`src/rtl/program_counter.sv`:
```
// rtl/program_counter.sv - uPOWER fetch-stage program counter with next-PC logic (optional PC_ALIGN_CHECK_EN)
module program_counter #(
  parameter logic [63:0] RESET_PC    = 64'h0000_0000_0004_0000,
  parameter logic [63:0] INSTR_BYTES = 64'd4
) (
  input  logic        clk,
  input  logic        rst,
  input  logic        BranchEqual,
  input  logic        BranchNotEqual,
  input  logic        zero_flag,
  input  logic [63:0] immediate,
  output logic [63:0] PC,
  output logic [63:0] new_PC,
  output logic        branch_taken
`ifdef PC_ALIGN_CHECK_EN
  ,
  output logic        misaligned
`endif
);

  logic [63:0] pc_q;
  logic [63:0] pc_d;
  logic [63:0] seq_pc;
  logic [63:0] target_pc;
  logic        taken;

  // Branch decision and successor addresses; all arithmetic wraps modulo 2^64.
  always_comb begin
    taken     = (BranchEqual & zero_flag) | (BranchNotEqual & ~zero_flag);
    seq_pc    = pc_q + INSTR_BYTES;
    target_pc = pc_q + immediate;
`ifdef PC_ALIGN_CHECK_EN
    // A misaligned target is still taken, but snapped down to a word boundary.
    pc_d = taken ? {target_pc[63:2], 2'b00} : seq_pc;
`else
    pc_d = taken ? target_pc : seq_pc;
`endif
  end

  // PC register: reset wins over any pending branch.
  always_ff @(posedge clk) begin
    if (rst) begin
      pc_q <= RESET_PC;
    end else begin
      pc_q <= pc_d;
    end
  end

  assign PC           = pc_q;
  assign new_PC       = pc_d;
  assign branch_taken = taken;

`ifdef PC_ALIGN_CHECK_EN
  // Flags a taken branch whose raw target is not word-aligned; quiet during reset.
  assign misaligned = ~rst & taken & (target_pc[1:0] != 2'b00);
`endif

endmodule

```
`config.mk`:
```
export PLATFORM = sky130hd
export DESIGN_NAME = program_counter
export DESIGN_NICKNAME = d
export VERILOG_FILES = /design/src/rtl/program_counter.sv
export SDC_FILE = /design/constraint.sdc
export NUM_CORES = 1
export LEC_CHECK = 0
export CAP_MARGIN = 40
export CORE_MARGIN = 2
export CORE_UTILIZATION = 50
export CTS_BUF_LIST = sky130_fd_sc_hd__clkbuf_4 sky130_fd_sc_hd__clkbuf_8
export DETAILED_ROUTE_END_ITERATION = 16
export PLACE_DENSITY = 0.81
export SYNTH_ARGS = -nofsm -noshare
export SYNTH_HDL_FRONTEND = slang
export SYNTH_SLANG_ARGS = --single-unit
```
`constraint.sdc`:
```
create_clock -name clk -period 5.3 [get_ports clk]
set_input_delay 1.06 -clock clk [delete_from_list [all_inputs] [get_ports clk]]
set_output_delay 1.06 -clock clk [all_outputs]
set_load 0.05 [all_outputs]
```
==> impl_metrics.csv, run 1 <==
group,metric,value,unit
run_status,status,"finished, final reports clean",
setup_path,crit_path_end_kind,"output pin",
pwr,p_per_area,372,nW/µm²
global_route,grt.overflow.total,0,
floorplanning,die_h,128,µm
global_route,antenna_found_initial,0,
min_path,hold_class,"reg2reg",
routing,wl,27700,µm
routing,wl_per_cell,18.2,µm
floorplanning,coreArea,15100,µm²
setup_path,cp.arrival,4.14,ns
timing,finalWorstSetupSlack,0.0969,ns
global_route,grt_use_met2,0.561,
setup_path,worst-setup-path-type,"in2out",
global_route,grt_first_pass_wirelength,43200,µm
routing,vias,9284,
timing,skew,0.0134,ns
logic_synthesis,synth_warnings,0,
floorplanning,die_w,128,µm
finish,antenna_cells,0,
routing,drtIter0Drc,853,
logic_synthesis,syn_area,7730,µm²
finish,drive_above_1_share,0.156,
clock_network,cts_tree,"built",
logic_synthesis,synth_edf_count,0,
routing,via_per_inst,6.10,
logic_synthesis,syn_inst,1106,
clock_network,clkTransAtPathRegs,0.08,ns
logic_synthesis,synth_area_leaders,"dfxtp_1, ha_1, a21oi_1, xnor2_1, nand2_1",
logic_synthesis,synth_fp_nets,1240,
timing,setup_viol,0,
logic_synthesis,synth_seq_cells,64,
pwr,power_leakage,4.67,nW
timing,tightest_slew,0.854,ns
logic_synthesis,seq_area_frac_synth,0.166,
logic_synthesis,async_flop_share,0,
timing,max_freq,0.192,GHz
clock_network,htree_levels,3,
global_route,grt_pass1_vias,8656,
setup_path,start_kind,"input pin",
finish,synthToLayoutAreaGrowth,46.4,%
global_route,met3_usage,0.0694,
timing,max_slew_margin,0.426,
global_route,gr-usage-met1,0.398,
logic_synthesis,synth_top_area_frac,0.166,
setup_path,cp_data_required_time,4.24,ns
timing,timing_hold_violations_final,0,
logic_synthesis,synth-main-ff-cell,"dfxtp_1",
place,pre_cts_slack,-0.107,ns
routing,first_pass_iters,5,
place,place_area,10800,µm²
finish,largest_reg_flops,64,
clock_network,cts-root-buf,"clkbuf_8",
place,dp_hpwl,21500,µm
flow_run,maxCapViolations,0,
floorplanning,initial_core_util,0.511,
routing,drtAntennaViolNets,0,
floorplanning,dieArea,16500,µm²
finish,fin_nets,1463,
logic_synthesis,synth_area_leader_cell,"dfxtp_1",
clock_network,clock_sink_count,64,
pwr,power,4.21,mW
place,place.port_buffers,197,
floorplanning,pin_count,198,
floorplanning,num_rows,45,
routing,drc,0,
clock_network,cts_made_buffers,9,
global_route,grt_busiest_layer,"met2",
logic_synthesis,synthDistinctLibCells,67,
global_route,grt_use_total,0.324,
global_route,grt_max_degree,76,
logic_synthesis,synth.avg_cell_area,6.99,µm²
timing,finalCriticalPeriod,5.20,ns
timing,finalCritPeriodShare,0.982,
place,place_congestion,0.959,
clock_network,clock_path_buffers,2,
pwr,vdd_ir_drop_max,0.000238,V
clock_network,clkLatencyLatePin,0.39,ns
finish,fin_area,11300,µm²
setup_path,cp_max_fo,3,
timing,drv_slew,0,
==> layout make-up <==
| type | count | area [µm²] |
|---|---|---|
| Tap cell | 188 | 235 |
| Clock buffer | 12 | 159 |
| Timing Repair Buffer | 272 | 3160 |
| Clock inverter | 4 | 76.3 |
| Fill cell | 1154 | 3830 |
| Multi-Input combinational cell | 950 | 6290 |
| Sequential cell | 64 | 1280 |
| Inverter | 32 | 120 |
==> repair_timing <==
action,4_1_cts,5_1_grt
gates resized for setup,7,39
hold buffers,0,0
setup buffers,1,5
pin swaps,3,16
setup endpoints to repair,17,27
==> synth_stat cells (3+ instances only) <==
master	number
a2111oi_0	4
a211oi_1	24
a21boi_0	3
a21o_1	28
a21oi_1	132
a221o_1	3
a221oi_1	3
a31o_2	3
a31oi_1	15
and2_1	11
and3_1	21
and4_1	4
buf_1	3
buf_2	3
clkbuf_1	52
dfxtp_1	64
ha_1	64
inv_1	31
mux2i_1	13
nand2_1	108
nand2b_1	11
nand3_1	40
nand3b_1	4
nand4_1	37
nor2_1	101
nor2b_1	33
nor3_1	26
nor4_1	11
o211ai_1	8
o21a_1	7
o21ai_0	61
o21bai_1	21
o22ai_1	3
o31ai_1	5
or3_1	7
xnor2_1	69
xor2_1	35
==> critical path: stages <==
cell and delay [ns]:
clkdlybuf4s50_1 0.41, ha_1 0.33, a211oi_2 0.29, o21bai_1 0.12
a21oi_1 0.23, o21ai_1 0.16, buf_4 0.17, o31ai_1 0.26
o211ai_1 0.30, buf_4 0.24, xnor2_1 0.14, a21oi_1 0.26
buf_12 0.17
==> cells by family after synthesis <==
kind of cell               share of synthesized area
xor gates and xnor gates                       0.118
buffers and inverters                         0.0458
muxes                                         0.0168
adders and majority gates                      0.106
and+or+nand+nor                                0.276
AOI/OAI and AO/OA                              0.272
DFF                                            0.166
==> layout by cell type (no fill, tap or decap), drive strengths merged, types with 21 or more instances in the layout <==
| cell | count |
|---|---|
| nand3 | 40 |
| a21o | 28 |
| buf | 139 |
| xnor2 | 69 |
| ha | 64 |
| nor2b | 33 |
| nor3 | 27 |
| nand2 | 108 |
| o21bai | 21 |
| clkdlybuf4s50 | 130 |
| a211oi | 25 |
| and3 | 21 |
| xor2 | 35 |
| nor2 | 102 |
| inv | 32 |
| nand4 | 39 |
| dfxtp | 64 |
| a21oi | 132 |
| o21ai | 64 |
==> where the power goes <==
| group | internal, mW | leakage (nW) | switching (mW) | total (mW) |
|---|---|---|---|---|
| sequential | 0.559 | 0.531 | 0.122 | 0.681 |
| clock | 0.297 | 0.116 | 0.223 | 0.520 |
| combinational | 1.26 | 4.02 | 1.75 | 3.01 |
| total | 2.11 | 4.67 | 2.10 | 4.21 |
==> routing by layer <==
metal,share of wire,up-vias
met5,0,-
met4,0.030,0
met3,0.075,63
met2,0.49,386
met1,0.41,4357
li1,-,4478
==> worst paths after layout <==
kind | from | endpoint | slack (ns) | cells past startpoint
hold / removal | PC[0] | PC[0] | 0.52 | 2
setup / recovery | immediate[14] | new_PC[45] | 0.1 | 13
hold reg to reg | PC[0] | PC[0] | 0.52 | 2
setup reg to reg | PC[22] | PC[63] | 1.79 | 9
==> through the flow <==
step	util	cells	setup TNS, ns	hold slack [ns]
6_report	0.747	1522	0	0.525
5_1_grt	0.747	1522	-0.0197	0.558
4_1_cts	0.733	1517	0	0.523
3_5_place_dp	0.716	1500	-0.692	0.506
3_3_place_gp	0.716	1500	-0.434	0.496
2_1_floorplan	-	1106	0	0.715
No activity file was read; power rests on OpenSTA's default activity.
==> run 2, diff against run 1 <==
CORE_MARGIN = 10   (was 2)
==> run 2 against run 1 <==
Global-route usage is 4.3 points lower. Design area rose by 1.4%. Clock skew fell by 0.0052 ns. Combinational power rose by 2%. Setup slack got worse by 0.0092 ns. Via count rose by 0.95%. Sequential power hardly changed. Hold slack worse by 0.0065 ns. Clock power fell by 7.9%. Wire length grew 10%. Largest power group unchanged.
==> impl_metrics.csv, run 2 (synthesized netlist as in run 1, its figures left out) <==
group,metric,value,unit
timing,timing_hold_violations_final,0,
clock_network,cts_tree,"built",
routing,wl_per_cell,19.9,µm
setup_path,cp_max_fo,6,
global_route,grt.overflow.total,0,
pwr,p_per_area,368,nW/µm²
place,dp_hpwl,23900,µm
pwr,power.share.switching,0.506,
floorplanning,dieArea,20800,µm²
finish,seq_area,1280,µm²
finish,final_common_cell,"clkdlybuf4s50_1",
timing,max_freq,0.192,GHz
routing,wl,30500,µm
pwr,power_frac_comb,0.725,
pwr,seq_power_share,0.162,
setup_path,start_kind,"input pin",
pwr,p_int,2.09,mW
place,place.port_buffers,197,
finish,final_cell_mix,"clkdlybuf4s50_1, a21oi_1, nand2_1, nor2_1, buf_4",
global_route,antenna_found_initial,0,
clock_network,clock_sink_count,64,
pwr,vdd_ir_drop_max,0.000252,V
clock_network,ctsHoldBuffers,0,
routing,vias,9372,
clock_network,clkTransAtPathRegs,0.08,ns
setup_path,worst-setup-path-type,"in2out",
timing,setup_viol,0,
clock_network,htree_levels,3,
routing,drtAntennaViolNets,0,
global_route,grt_max_degree,76,
place,place_congestion,0.994,
finish,multi_input_area,6420,µm²
setup_path,crit_slowest_cell,"clkdlybuf4s50_1",
clock_network,cts_made_buffers,9,
timing,skew,0.00817,ns
min_path,hold_class,"reg2reg",
pwr,power_leakage,4.72,nW
pwr,clkPwrFrac,0.113,
global_route,grt_pass1_vias,9249,
finish,largest_reg_flops,64,
routing,drc,0,
setup_path,crit_path_end_kind,"output pin",
finish,drive_above_1_share,0.170,
pwr,switching_power,2.14,mW
timing,drv_slew,0,
floorplanning,initial_core_util,0.509,
floorplanning,die_w,144,µm
global_route,grt_first_pass_wirelength,47500,µm
timing,tightest_slew,0.782,ns
routing,via_per_inst,6.10,
clock_network,clkLatencyLatePin,0.38,ns
floorplanning,die_h,144,µm
timing,finalCritPeriodShare,0.983,
floorplanning,pin_count,198,
clock_network,clock_path_buffers,2,
floorplanning,coreArea,15200,µm²
setup_path,worst_path_most_repeated_cell,"buf_4",
flow_run,maxCapViolations,0,
finish,fillers,1177,
finish,fin_nets,1478,
finish,antenna_cells,0,
setup_path,slowest_delay,0.47,ns
setup_path,path_cells,"clkdlybuf4s50_1, ha_4, nand2_1, o211ai_1, a21oi_1, o21ai_1, buf_4, a211oi_2, buf_4, nor3_4, o211ai_1, buf_4, and2_4, buf_4, a211oi_4, clkbuf_16",
routing,drtIter0Drc,791,
pwr,power,4.22,mW
timing,finalCriticalPeriod,5.21,ns
run_status,status,"finished, final reports clean",
routing,first_pass_iters,6,
timing,hold_slack,0.518,ns
global_route,grt_use_total,0.282,
setup_path,cp_data_required_time,4.24,ns
floorplanning,num_rows,45,
finish,synthToLayoutAreaGrowth,48.4,%
finish,fin_util,0.755,
setup_path,cp.arrival,4.15,ns
clock_network,cts-root-buf,"clkbuf_8",
timing,max_slew_margin,0.474,
[run 2: per-stage QoR]
stage	area [µm²]	TNS (ns)	worst slack, ns	cells
detailed placement	10900	-1.87	-0.212	1514
finish	11500	0	0.0877	1537
global route	11500	-0.0903	-0.0473	1537
CTS	11200	0	0.00130	1533
global placement	10900	-1.09	-0.147	1514
floorplan	7750	0	0.0408	1106
[run 2: final timing paths]
path | from | to | slack, ns | cells after the start
setup / recovery | immediate[20] | new_PC[54] | 0.09 | 16
hold / removal | PC[0] | PC[0] | 0.52 | 2
setup reg to reg | PC[12] | PC[63] | 1.83 | 9
hold reg to reg | PC[0] | PC[0] | 0.52 | 2
[run 2: final cells by class]
type / instances / area share
Clock buffer: 13 / 0.0145
Timing Repair Buffer: 287 / 0.280
Multi-Input combinational cell: 950 / 0.559
Clock inverter: 3 / 0.00349
Tap cell: 188 / 0.0205
Inverter: 32 / 0.0105
Sequential cell: 64 / 0.112
[run 2: critical path, delay by kind of cell]
family                   cells  cell delay, ns
AO/OA/AOI/OAI                6            0.90
AND/OR/NAND/NOR              3            0.50
adder cells (fa/ha/maj)      1            0.33
buffers and inverters        6            1.35
[run 2: layer usage]
layer | share of wire | GRT usage | wire length (µm)
met5 | 0 | 0 | 0
met1 | 0.41 | 0.338 | 12600
met2 | 0.49 | 0.482 | 14900
met3 | 0.079 | 0.0728 | 2420
met4 | 0.021 | 0.0835 | 652
[run 2: what timing repair did]
| action | CTS | global route |
|---|---|---|
| gates resized for setup | 8 | 52 |
| buffers inserted | 3 | 5 |
| pin swaps | 5 | 19 |
| setup endpoints to repair | 19 | 26 |
[run 2: power groups by stage]
stage | Combinational (mW) | Sequential [mW] | Clock, mW
floorplan | 1.48 | 0.926 | 0
global placement | 2.92 | 0.683 | 0
detailed placement | 2.94 | 0.687 | 0
CTS | 2.97 | 0.677 | 0.481
global route | 3.24 | 0.698 | 0.500
finish | 3.06 | 0.684 | 0.479
==> run 3, diff against run 2 <==
CELL_PAD_IN_SITES_DETAIL_PLACEMENT = 1   (was unset)
CELL_PAD_IN_SITES_GLOBAL_PLACEMENT = 1   (was unset)
CORE_UTILIZATION = 36   (was 50)
PLACE_DENSITY = unset   (was 0.81)
PLACE_DENSITY_LB_ADDON = 0.1   (was unset)
==> run 3 against run 2 <==
Setup slack worse by 0.016 ns. Total power up 3.5%. Critical endpoint is now new_PC[58]. Critical path type unchanged. Die area is 33% higher. Clock power increased by 4.6%.
==> impl_metrics.csv, run 3 (synthesized netlist as in run 1, its figures left out) <==
group,metric,value,unit
pwr,power_frac_comb,0.727,
setup_path,slowest_delay,0.44,ns
flow_run,maxCapViolations,0,
routing,drtAntennaViolNets,0,
setup_path,path_cells,"clkdlybuf4s50_1, ha_1, buf_6, a21oi_4, o211ai_1, a21oi_1, o21ai_1, buf_4, a211oi_4, nor3_4, o211ai_1, buf_4, a221oi_1, a31oi_1, buf_12",
global_route,grt_use_total,0.243,
pwr,power.share.switching,0.510,
pwr,clkPwrFrac,0.115,
timing,hold_slack,0.523,ns
clock_network,cts_tree,"built",
global_route,grt_pass1_vias,10100,
place,pre_cts_slack,-0.291,ns
timing,setup_viol,0,
timing,timing_hold_violations_final,0,
setup_path,rr_endpoint,"PC[63]",
global_route,met3_usage,0.0565,
timing,tns,0,ns
place,place_congestion,0.913,
pwr,power_leakage,4.87,nW
routing,drtIter0Drc,386,
min_path,hold_class,"reg2reg",
finish,seq_area,1280,µm²
floorplanning,pin_count,198,
timing,finalWorstSetupSlack,0.0718,ns
pwr,p_per_area,368,nW/µm²
global_route,grt_use_met2,0.440,
clock_network,htree_levels,3,
setup_path,start_kind,"input pin",
floorplanning,die_w,167,µm
floorplanning,num_rows,53,
setup_path,cp_max_fo,9,
clock_network,clock_path_buffers,2,
finish,drive_above_1_share,0.198,
floorplanning,coreArea,21100,µm²
setup_path,rr_worst_depth,10,
finish,final_cell_mix,"clkdlybuf4s50_1, buf_4, a21oi_1, nand2_1, nor2_1",
floorplanning,initial_core_util,0.367,
place,place.port_buffers,197,
routing,first_pass_iters,5,
global_route,grt.overflow.total,0,
setup_path,reg2reg_slack,1.87,ns
finish,fillers,2569,
pwr,switching_power,2.23,mW
global_route,grt_first_pass_wirelength,55600,µm
routing,via_per_inst,5.66,
clock_network,clkLatencyLatePin,0.39,ns
pwr,p_int,2.14,mW
setup_path,path_delay_family,"compound AO/OA/AOI/OAI gates",
timing,skew,0.0229,ns
timing,finalCriticalPeriod,5.23,ns
timing,tightest_slew,0.885,ns
finish,synthToLayoutAreaGrowth,53.8,%
setup_path,crit_cells,15,
clock_network,cts_made_buffers,9,
setup_path,crit_end,"new_PC[58]",
setup_path,cp.arrival,4.17,ns
setup_path,crit_slowest_cell,"clkdlybuf4s50_1",
finish,largest_reg_flops,64,
setup_path,cp_data_required_time,4.24,ns
finish,final_common_cell,"clkdlybuf4s50_1",
run_status,status,"finished, final reports clean",
finish,multi_input_area,6520,µm²
global_route,gr-usage-met1,0.279,
routing,wl,35600,µm
pwr,seq_power_share,0.159,
setup_path,crit_path_end_kind,"output pin",
setup_path,worst-path-buf-inv,5,
floorplanning,die_h,167,µm
timing,rsz0062_at_grt,"true",
routing,vias,9328,
timing,finalCritPeriodShare,0.986,
routing,drc,0,
clock_network,clock_sink_count,64,
timing,max_slew_margin,0.410,
timing,drv_slew,0,
floorplanning,dieArea,27700,µm²
finish,fin_nets,1501,
place,dp_hpwl,28400,µm
clock_network,clkTransAtPathRegs,0.09,ns
clock_network,cts-root-buf,"clkbuf_8",
global_route,grt_busiest_layer,"met2",
setup_path,worst-setup-path-type,"in2out",
pwr,vdd_ir_drop_max,0.000228,V
global_route,grt_max_degree,79,
clock_network,ctsHoldBuffers,0,
finish,fin_util,0.564,
timing,max_freq,0.191,GHz
setup_path,r2r_start,"PC[4]",
routing,wl_per_cell,21.6,µm
global_route,antenna_found_initial,2,
setup_path,startpoint,"immediate[21]",
[run 3: cell types whose count changed in the layout (fill, tap and decap cells not counted), sizes merged]
cell and change:
dlymetal6s2s +3, clkdlybuf4s50 -4, diode +2, inv -1, clkinv +1, dlygate4sd2 +1
buf +23
[run 3: what timing repair did]
| action | in CTS | in global routing |
|---|---|---|
| endpoints found under the hold margin | 0 | 0 |
| resized for setup | 28 | 60 |
| setup endpoints to repair | 23 | 33 |
| pin swaps | 16 | 21 |
| buffers inserted | 7 | 5 |
[run 3: worst min-delay path by stage]
| stage | from | end | slack, ns | depth (start not counted) |
|---|---|---|---|---|
| 6_report | PC[0] | PC[0] | 0.52 | 2 |
| 5_1_grt | PC[0] | PC[0] | 0.53 | 2 |
| 4_1_cts | PC[0] | PC[0] | 0.52 | 2 |
| 3_5_place_dp | PC[0] | PC[0] | 0.50 | 2 |
| 3_3_place_gp | PC[0] | PC[0] | 0.48 | 2 |
| 2_1_floorplan | PC[0] | PC[0] | 0.72 | 2 |
[run 3: through the flow]
stage / power (mW) / cells / cell area (µm²)
after floorplan: 2.41 / 1106 / 7750
after global placement: 3.70 / 1619 / 11200
after detailed placement: 3.74 / 1619 / 11200
after CTS: 4.30 / 1642 / 11500
after global routing: 4.61 / 1647 / 11900
final: 4.37 / 1649 / 11900
[run 3: per-layer routing]
| layer | share of wire | routed length (µm) | up-vias |
|---|---|---|---|
| met3 | 0.053 | 1900 | 51 |
| met1 | 0.42 | 14800 | 4520 |
| li1 | - | - | 4545 |
| met2 | 0.51 | 18100 | 212 |
| met4 | 0.021 | 751 | 0 |
| met5 | 0 | 0 | - |
[run 3: area by class of cell]
| type | instances | share of cell area |
|---|---|---|
| timing repair buffer | 310 | 0.287 |
| inverter | 32 | 0.0102 |
| clock buffer | 13 | 0.0140 |
| sequential | 64 | 0.108 |
| antenna | 2 | 0.000421 |
| clock inverter | 3 | 0.00337 |
| multi-input combinational | 950 | 0.548 |
| tap | 275 | 0.0289 |
[run 3: power groups by stage]
stage	Clock (mW)	Combinational (mW)	Sequential, mW
2_1_floorplan	0	1.48	0.926
3_3_place_gp	0	3.00	0.691
3_5_place_dp	0	3.04	0.696
4_1_cts	0.514	3.10	0.685
5_1_grt	0.524	3.38	0.708
6_report	0.501	3.18	0.693
[run 3: tightest hold or removal path: cells and delay by family, from the launching register on]
| kind | cells | cell delay (ns) |
|---|---|---|
| flops | 1 | 0.33 |
| compound gates | 1 | 0.06 |
| simple gates | 1 | 0.08 |
